==> src/rtl/traffic_ped_ctrl.sv <==
// Pedestrian crossing controller driven by a single push-button.
//
// Cars run green by default. Once the car minimum green has elapsed, a pending
// request starts the fixed sequence
//   CAR_YELLOW -> ALL_RED1 -> PED_GREEN -> PED_YELLOW -> ALL_RED2 -> CAR_GREEN.
//
// Ports:
//   clk      in   system clock, rising-edge active
//   rst_n    in   asynchronous active-low reset
//   button   in   pedestrian request, synchronous level sampled at each rising edge
//   green_c  out  car green lamp
//   yellow_c out  car yellow lamp
//   red_c    out  car red lamp
//   green_p  out  pedestrian green (walk) lamp
//   yellow_p out  pedestrian yellow (finish crossing) lamp
//   red_p    out  pedestrian red (don't walk) lamp
//
// The lamps are registered copies of the decoded next state. They therefore
// always equal the decode of the state register and never glitch on button.
module traffic_ped_ctrl #(
  parameter int unsigned MIN_GREEN_C = 8,
  parameter int unsigned T_YELLOW_C  = 3,
  parameter int unsigned T_ALL_RED   = 2,
  parameter int unsigned T_GREEN_P   = 6,
  parameter int unsigned T_YELLOW_P  = 3,
  parameter int unsigned CNT_W       = 8
) (
  input  logic clk,
  input  logic rst_n,
  input  logic button,
  output logic green_c,
  output logic yellow_c,
  output logic red_c,
  output logic green_p,
  output logic yellow_p,
  output logic red_p
);

  typedef enum logic [2:0] {
    StCarGreen,
    StCarYellow,
    StAllRed1,
    StPedGreen,
    StPedYellow,
    StAllRed2
  } state_e;

  // Last counter value of each phase.
  localparam logic [CNT_W-1:0] MinGreenLast  = CNT_W'(MIN_GREEN_C - 1);
  localparam logic [CNT_W-1:0] CarYellowLast = CNT_W'(T_YELLOW_C - 1);
  localparam logic [CNT_W-1:0] AllRedLast    = CNT_W'(T_ALL_RED - 1);
  localparam logic [CNT_W-1:0] PedGreenLast  = CNT_W'(T_GREEN_P - 1);
  localparam logic [CNT_W-1:0] PedYellowLast = CNT_W'(T_YELLOW_P - 1);

  state_e           state_q, state_d;
  logic [CNT_W-1:0] cnt_q, cnt_d;
  logic             req_q, req_d;
  logic             latching;
  logic [5:0]       lamps_d;

  // Lamp vector order: {green_c, yellow_c, red_c, green_p, yellow_p, red_p}.
  function automatic logic [5:0] lamp_decode(state_e st);
    logic [5:0] l;
    case (st)
      StCarGreen:  l = 6'b100_001;
      StCarYellow: l = 6'b010_001;
      StAllRed1:   l = 6'b001_001;
      StPedGreen:  l = 6'b001_100;
      StPedYellow: l = 6'b001_010;
      StAllRed2:   l = 6'b001_001;
      default:     l = 6'b100_001;
    endcase
    return l;
  endfunction

  always_comb begin
    state_d  = state_q;
    latching = 1'b0;
    unique case (state_q)
      StCarGreen: begin
        latching = 1'b1;
        if (cnt_q == MinGreenLast && (req_q || button)) state_d = StCarYellow;
      end
      StCarYellow: begin
        latching = 1'b1;
        if (cnt_q == CarYellowLast) state_d = StAllRed1;
      end
      StAllRed1: begin
        latching = 1'b1;
        if (cnt_q == AllRedLast) state_d = StPedGreen;
      end
      StPedGreen: begin
        if (cnt_q == PedGreenLast) state_d = StPedYellow;
      end
      StPedYellow: begin
        if (cnt_q == PedYellowLast) state_d = StAllRed2;
      end
      StAllRed2: begin
        latching = 1'b1;
        if (cnt_q == AllRedLast) state_d = StCarGreen;
      end
      default: state_d = StCarGreen;
    endcase

    // A press on the edge that enters PED_GREEN is consumed by that crossing.
    req_d = req_q;
    if (latching && button) req_d = 1'b1;
    if (state_d == StPedGreen && state_q != StPedGreen) req_d = 1'b0;

    // Counter saturates in CAR_GREEN so an idle road holds at the exit value.
    if (state_d != state_q) begin
      cnt_d = '0;
    end else if (state_q == StCarGreen && cnt_q == MinGreenLast) begin
      cnt_d = cnt_q;
    end else begin
      cnt_d = cnt_q + 1'b1;
    end

    lamps_d = lamp_decode(state_d);
  end

  always_ff @(posedge clk or negedge rst_n) begin
    if (!rst_n) begin
      state_q  <= StCarGreen;
      cnt_q    <= '0;
      req_q    <= 1'b0;
      green_c  <= 1'b1;
      yellow_c <= 1'b0;
      red_c    <= 1'b0;
      green_p  <= 1'b0;
      yellow_p <= 1'b0;
      red_p    <= 1'b1;
    end else begin
      state_q  <= state_d;
      cnt_q    <= cnt_d;
      req_q    <= req_d;
      {green_c, yellow_c, red_c, green_p, yellow_p, red_p} <= lamps_d;
    end
  end

endmodule

==> config.mk <==
export PLATFORM = sky130hd
export DESIGN_NAME = traffic_ped_ctrl
export DESIGN_NICKNAME = d
export VERILOG_FILES = /design/src/rtl/traffic_ped_ctrl.sv
export SDC_FILE = /design/constraint.sdc
export NUM_CORES = 1
export LEC_CHECK = 0
export BUFFER_PORTS_ARGS = -buffer_cell sky130_fd_sc_hd__buf_2
export CAP_MARGIN = 20
export CELL_PAD_IN_SITES_DETAIL_PLACEMENT = 1
export CELL_PAD_IN_SITES_GLOBAL_PLACEMENT = 1
export CORE_MARGIN = 4
export CORE_UTILIZATION = 35
export DETAILED_ROUTE_END_ITERATION = 16
export PLACE_DENSITY = 0.69
export SYNTH_ARGS = -nofsm -noshare
export SYNTH_HDL_FRONTEND = slang
export SYNTH_SLANG_ARGS = --single-unit
==> constraint.sdc <==
create_clock -name clk -period 2.7 [get_ports clk]
set_input_delay 0.27 -clock clk [delete_from_list [all_inputs] [get_ports clk]]
set_output_delay 0.27 -clock clk [all_outputs]
set_load 0.03 [all_outputs]
==> results of run 1 <==
==> worst max-delay path: stages (launching register included) <==
cell and delay, ps:
dfrtp_1 450, or4_1 710, buf_4 240, nor4_4 340, nor2b_1 90, a2111oi_0 340
==> power groups by stage <==
| stage | sequential (W) | clock (W) | combinational (W) |
|---|---|---|---|
| after CTS | 0.000463 | 0.000180 | 0.000614 |
| after detailed placement | 0.000469 | 0 | 0.000608 |
| after global placement | 0.000466 | 0 | 0.000586 |
| after global routing | 0.000481 | 0.000193 | 0.000682 |
| final | 0.000465 | 0.000171 | 0.000611 |
| after floorplan | 0.000473 | 0 | 0.000483 |
==> per-layer routing <==
| metal | vias to the layer above | part of all wire, % | global-route usage, % |
|---|---|---|---|
| met4 | 0 | 1.9 | 4.852 |
| met2 | 15 | 43 | 18.71 |
| met3 | 6 | 2.2 | 3.853 |
| li1 | 429 | - | - |
| met5 | - | 0 | 0 |
| met1 | 441 | 53 | 17.49 |
==> final cells by class <==
class,instances,area (um^2)
Clock buffer,4,36.28
Fill cell,345,1685
Inverter,5,18.77
Multi-Input combinational cell,84,565.5
Sequential cell,18,452.9
Tap cell,42,52.55
Timing Repair Buffer,11,65.06
==> path summary, 6_finish.rpt <==
path / slack, ps / end
max: 400 / cnt_q[1]
min: 380 / req_q
max reg2reg: 400 / cnt_q[1]
min reg2reg: 550 / req_q
max in group asynchronous: 1960 / green_c
min in group asynchronous: 410 / state_q[1]
==> flip-flops by register name, summed over array words and instances, names as in the netlist <==
register / count
cnt_q: 8
state_q: 3
green_c: 1
green_p: 1
red_c: 1
red_p: 1
req_q: 1
yellow_c: 1
yellow_p: 1
==> kinds of logic after synthesis <==
kind of cell	share of synthesized area, %
compound gates	18.03
xor+xnor	4.822
fa+ha+maj	3.445
buf+inv	6.544
flops	41.56
simple gates	25.60
==> layout by cell type, fill, tap and decap left out, drive strengths merged, types with 5 or more instances in the layout <==
cell type and n:
nand2 5, dfrtp 16, buf 10, a21oi 5, nor2 11, nor3 5, xnor2 5, or3 5
inv 5
==> through the flow <==
step	instance area, um^2	total power [W]	setup WS [ps]	std cells	hold WS [ps]
2_1_floorplan	1090	0.0009559	702.0	117	-25.59
3_3_place_gp	1145	0.001052	570.8	159	220.1
3_5_place_dp	1145	0.001077	476.9	159	226.7
4_1_cts	1191	0.001258	382.8	164	371.4
5_1_grt	1191	0.001356	179.7	164	375.7
6_report	1191	0.001246	404.8	164	384.6
==> impl_summary.txt, run 1 <==
----------------------------------------------------
[GRT]
  Number of antenna violations at the first check in global routing ... 0
  Largest net degree at the start of global routing ... 19
  Wire length of the first global-routing pass ... 4071 um
  Total grt overflow ... 0
  Aggregate global-route resource usage ... around 13%
  Via count of the first global-routing pass ... a little under 900

[Place]
  Port Buf Inserts ... 8
  RD Place Congestion ... approximately 0.79
  HPWL reported at the end of detailed placement ... 1711 um

[STA]
  Final cycle utilization of the critical path ... a little under nine tenths
  Final critical-path required period ... between 2000 and 2500 ps
  Number of setup violations in the final report ... 0
  Setup repair after global routing missed its margin ... false
  Final Hold Viols ... 0
  Setup total negative slack ... 0 ps
  Max Fclk ... approximately 0.44 GHz
  Max-Slew Margin vs Limit ... roughly 68%
  Max Clock Skew ... 13.12 ps
  Final count of pins violating max slew ... 0
  Slew at the pin closest to its max-slew limit ... a little under 500 ps

[Clock tree]
  Clk Tree Root Cell ... clkbuf_4
  CTS tree ... built
  Setup fix buffers added after clock tree synthesis ... 0
  Clock Tree Buf Depth ... 2
  Total of hold buffers inserted after clock tree synthesis ... 1
  Clock transition at path regs ... approximately 120 ps
  Number of levels in the clock H-tree ... 1
  Total clock sinks ... 18
  # resized after CTS ... 0
  Clock insertion delay at the later pin of the skew report ... roughly 300 ps
  TritonCTS Buffers ... 3

[Power and ir drop]
  Leakage power figure ... slightly below 0.5 nW
  Combinational group share of total power ... 49.0%
  Part of the total power dissipated in sequential elements ... a little under two fifths
  Internal power ... 0.0006826 W
  Power density over the cells ... ~1000 mW/mm^2
  Proportion of total power due to net switching ... about 45%
  Power dissipated by switching net loads ... ~0.00056 W
  Peak ir drop on the vdd network ... roughly 480 uV
  Clock network fraction of total power ... between 10 and 15%

[Worst hold path]
  Worst min-delay path startpoint ... button
  Hold Path Cell Cnt ... 3
  Worst Hold Class ... in -> reg

[Floorplan]
  Full die area ... a little over 0.004 mm^2
  Starting density of the core ... between 30% and 40%
  Vert. Die Dim ... approximately 64 um
  Placement row count ... 19
  Number of top-level design ports ... 9
  Core region area ... 0.002877 mm^2
  Die W ... approximately 64 um

[Critical path]
  Worst reg2reg startpoint ... cnt_q[3]
  Origin of the worst setup path ... cnt_q[3]
  Critical Path Source Type ... flip-flop
  Worst-path fanout max ... 10
  CP endpoint kind ... flip-flop
  Endpoint arrival time on the critical path ... 2470 ps
  Worst Reg-to-Reg Cells ... 5
  Kind of critical path ... reg -> reg
  Endpoint required time on the critical path ... approximately 2900 ps

[Yosys]
  Top post-synthesis cells by count ... dfrtp_1, nor2_1, clkbuf_1
  Cells after Synth ... approximately 120
  Fraction of registers with async set/reset ... 100.0%
  Fraction of post-synthesis cell area in the top cell type by area ... a little under two fifths
  Register area share after synthesis ... roughly 42%
  Most used DFF post-synth ... dfrtp_1
  Number of library cell types mapped by synthesis ... 39
  Cell area after synthesis ... around 0.0011 mm^2
  EDFF count, synth ... 0
  Count of state elements after synthesis ... 18
  Synthesis warning total ... 0
  Net count after synthesis ... around 120
  Top cells by area in the synthesized netlist ... dfrtp_1, dfstp_2, xnor2_1
  Most area-hungry cell type in the Yosys netlist ... dfrtp_1
  Average footprint of a synthesized cell ... 9.314 um^2
  Most numerous cell in the Yosys netlist ... dfrtp_1

[Drt]
  1st-pass router iterations ... 4
  Post-detailed-route via-to-cell ratio ... between 5 and 6
  WL/cell ... approximately 15 um
  DRC violation count after routing ... 0
  Number of DRC violations after detailed-routing iteration 0 ... 33
  Total routed wirelength ... roughly 2400 um
  Total number of vias ... just under 900
  Final ANT Viol Nets ... 0

[Layout]
  Share of post-route cells with drive strength above 1 ... 16.39%
  End-of-flow core utilization ... between 40% and 50%
  Number of diodes added for antenna fixing ... 0
  Area added between synthesis and finish ... 9.299%
  Number of nets at the end of the flow ... ~130

[Run status]
  Outcome ... completed

[Run]
  Maximum capacitance violations ... 0

----------------------------------------------------
No activity file was read; power rests on OpenSTA's default activity.
==> inputs of run 2 (changes only) <==
Settings changed: CORE_MARGIN 4 to not set.
==> run 2 against run 1 <==
Sequential power increased by 3%. Via count decreased by 2.2%. Sequential share of layout area increased by 0.69 points. Non-clock buffer count decreased by 1. Wire length increased by 1.8%. Die area decreased by 18%. Total power decreased by 0.16%. Maximum frequency decreased by 0.11%. Sequential cell count unchanged. Final area decreased by 1.8%. Critical path depth decreased by 1. Combinational power decreased by 3%. Critical path type unchanged. Critical endpoint is now state_q[0]. Largest cell class unchanged. Largest power group unchanged.
==> impl_summary.txt, run 2 (synthesis results as in run 1) <==
----------------------------------------------------
[Run status]
  Outcome ... completed

[Power and ir drop]
  Power density over the cells ... 1064 mW/mm^2 (+1.7%)
  Leakage power figure ... 0.4855 nW (-0.95%)
  Peak ir drop on the vdd network ... 480.5 uV (+0.60%)

[Layout]
  Number of nets at the end of the flow ... 128 (-0.78%)
  Number of diodes added for antenna fixing ... 0 (unchanged)
  Number of cells in the finished layout apart from fillers ... 152 (-7.3%)
  Area added between synthesis and finish ... 7.348%
  Cell area after layout ... 0.001170 mm^2 (-1.8%)
  Fill cell instance count of the final layout ... 337 (-2.3%)
  Share of post-route cells with drive strength above 1 ... 15.70% (-0.69 points)
  Top Registers ... cnt_q x8, state_q x3
  Commonest non-fill, non-tap cell in the layout ... dfrtp_1
  Register with the most flip-flops ... cnt_q
  Most used cells in the layout excluding fill and tap cells ... dfrtp_1, nor2_1, buf_2
  Flip-flop count of the largest register, all copies and words added ... 8 (unchanged)

[Floorplan]
  Core region area ... 0.002853 mm^2 (-0.83%)
  Vert. Die Dim ... 57.80 um (-9.4%)
  Starting density of the core ... 38.20% (+0.32 points)
  Placement row count ... 19 (unchanged)
  Die W ... 57.80 um (-9.4%)
  Number of top-level design ports ... 9 (unchanged)
  Full die area ... 0.003341 mm^2 (-18%)

[STA]
  Max Clock Skew ... 2.715 ps (-10.40 ps)
  Final cycle utilization of the critical path ... 85.10% (+0.093 points)
  Number of setup violations in the final report ... 0 (unchanged)
  Final hold slack ... 387.1 ps (+2.552 ps)
  Max-Slew Margin vs Limit ... 64.64% (-3.2 points)
  Final critical-path required period ... 2298 ps (+2.501 ps)
  Final count of pins violating max slew ... 0 (unchanged)
  Setup repair after global routing missed its margin ... false
  Final Hold Viols ... 0 (unchanged)
  Slew at the pin closest to its max-slew limit ... 530.4 ps (+48.22 ps)
  Final Worst Setup Slack ... 402.3 ps (-2.501 ps)
  Max Fclk ... 0.4352 GHz (-0.11%)
  Setup total negative slack ... 0 ps (unchanged)

[Place]
  Post-DP Area ... 0.001124 mm^2 (-1.9%)
  HPWL reported at the end of detailed placement ... 1714 um (+0.20%)
  RD Place Congestion ... 0.7786 (-1.7%)
  Cell total after placement ... 147 (-7.5%)
  Port Buf Inserts ... 8 (unchanged)
  Worst slack at placement ... 409.1 ps (-67.77 ps)

[Worst hold path]
  Worst Hold Class ... in -> reg
  Hold Path Cell Cnt ... 3 (unchanged)
  Worst min-delay path startpoint ... button
  Endpoint of the worst hold path ... req_q

[Drt]
  Final ANT Viol Nets ... 0 (unchanged)
  Post-detailed-route via-to-cell ratio ... 5.730 (+5.5%)
  DRC violation count after routing ... 0 (unchanged)
  WL/cell ... 16.04 um (+9.9%)
  Total routed wirelength ... 2438 um (+1.8%)
  Total number of vias ... 871 (-2.2%)
  1st-pass router iterations ... 4 (unchanged)
  Number of DRC violations after detailed-routing iteration 0 ... 11 (-67%)

[Critical path]
  Setup slack on the worst flop-to-flop path ... 400 ps (about the same)
  CP endpoint kind ... flip-flop
  Worst Reg-to-Reg Cells ... 4 (-1)
  Endpoint required time on the critical path ... 2900 ps (+30 ps)
  Worst reg2reg startpoint ... cnt_q[3]
  Crit Reg-Reg Endpoint ... state_q[0]
  Origin of the worst setup path ... cnt_q[3]
  Endpoint arrival time on the critical path ... 2490 ps (+20 ps)
  Kind of critical path ... reg -> reg
  Critical Path Source Type ... flip-flop
  Worst-path fanout max ... 16 (+6)

[Clock tree]
  Number of levels in the clock H-tree ... 1 (unchanged)
  Clock insertion delay at the later pin of the skew report ... 310 ps (about the same)
  # resized after CTS ... 0 (unchanged)
  Total clock sinks ... 18 (unchanged)
  TritonCTS Buffers ... 3 (unchanged)
  Setup fix buffers added after clock tree synthesis ... 0 (unchanged)
  Clock transition at path regs ... 110 ps (about the same)
  Clock Tree Buf Depth ... 2 (unchanged)
  Clk Tree Root Cell ... clkbuf_4
  CTS tree ... built
  Total of hold buffers inserted after clock tree synthesis ... 1 (unchanged)

[GRT]
  Wire length of the first global-routing pass ... 4278 um (+5.1%)
  Number of antenna violations at the first check in global routing ... 0 (unchanged)
  Largest net degree at the start of global routing ... 19 (unchanged)
  Total grt overflow ... 0 (unchanged)
  Via count of the first global-routing pass ... 896 (+3.1%)
  Aggregate global-route resource usage ... 17.04% (+4.3 points)

[Run]
  Maximum capacitance violations ... 0 (unchanged)

----------------------------------------------------
==> run 2: cell count changes in the layout (fill, tap and decap cells not counted) <==
cell / change
buf_4: -1
==> run 2: worst max-delay path by stage <==
| stage | endpoint | slack [ps] |
|---|---|---|
| after floorplan | state_q[0] | 700 |
| after global placement | state_q[0] | 450 |
| after detailed placement | state_q[0] | 410 |
| after CTS | state_q[0] | 390 |
| after global routing | state_q[0] | 280 |
| final | state_q[0] | 400 |
==> run 2: per-stage QoR <==
stage	total power [W]	util (%)
after floorplan	0.0009559	-
after global placement	0.001058	39.39
after detailed placement	0.001078	39.39
after CTS	0.001262	41.01
after global routing	0.001353	41.01
final	0.001244	41.01
==> run 2: where the power goes <==
part	total, W	internal [W]	switching (W)
Sequential	0.000480	0.000370	0.000111
Combinational	0.000592	0.000225	0.000367
Clock	0.000173	0.0000824	0.0000901
Total	0.00124	0.000677	0.000567
==> run 2: final cells by class <==
cell class                 instances  area, um^2  share of cell area [%]
clock buffer                       4       36.28                   3.102
multi-input combinational         84       565.5                   48.34
inverter                           5       18.77                   1.604
sequential                        18       452.9                   38.72
timing repair buffer              10       57.56                   4.920
tap                               31       38.79                   3.316
==> run 2: worst max-delay path, cell delays in order, from the launching register on <==
cell and delay (ps):
dfrtp_1 440, or4_1 810, o31a_1 400, o21a_1 190
or3_1 350
==> run 2: routing by layer <==
| metal | share of wire, % | track usage (%) | routed length, um | vias up |
|---|---|---|---|---|
| li1 | - | - | - | 421 |
| met1 | 49 | 22.54 | 1192 | 426 |
| met2 | 45 | 25.78 | 1097 | 19 |
| met3 | 3.9 | 4.018 | 96 | 5 |
| met4 | 2.1 | 9.184 | 52 | 0 |
| met5 | 0 | 0 | 0 | - |
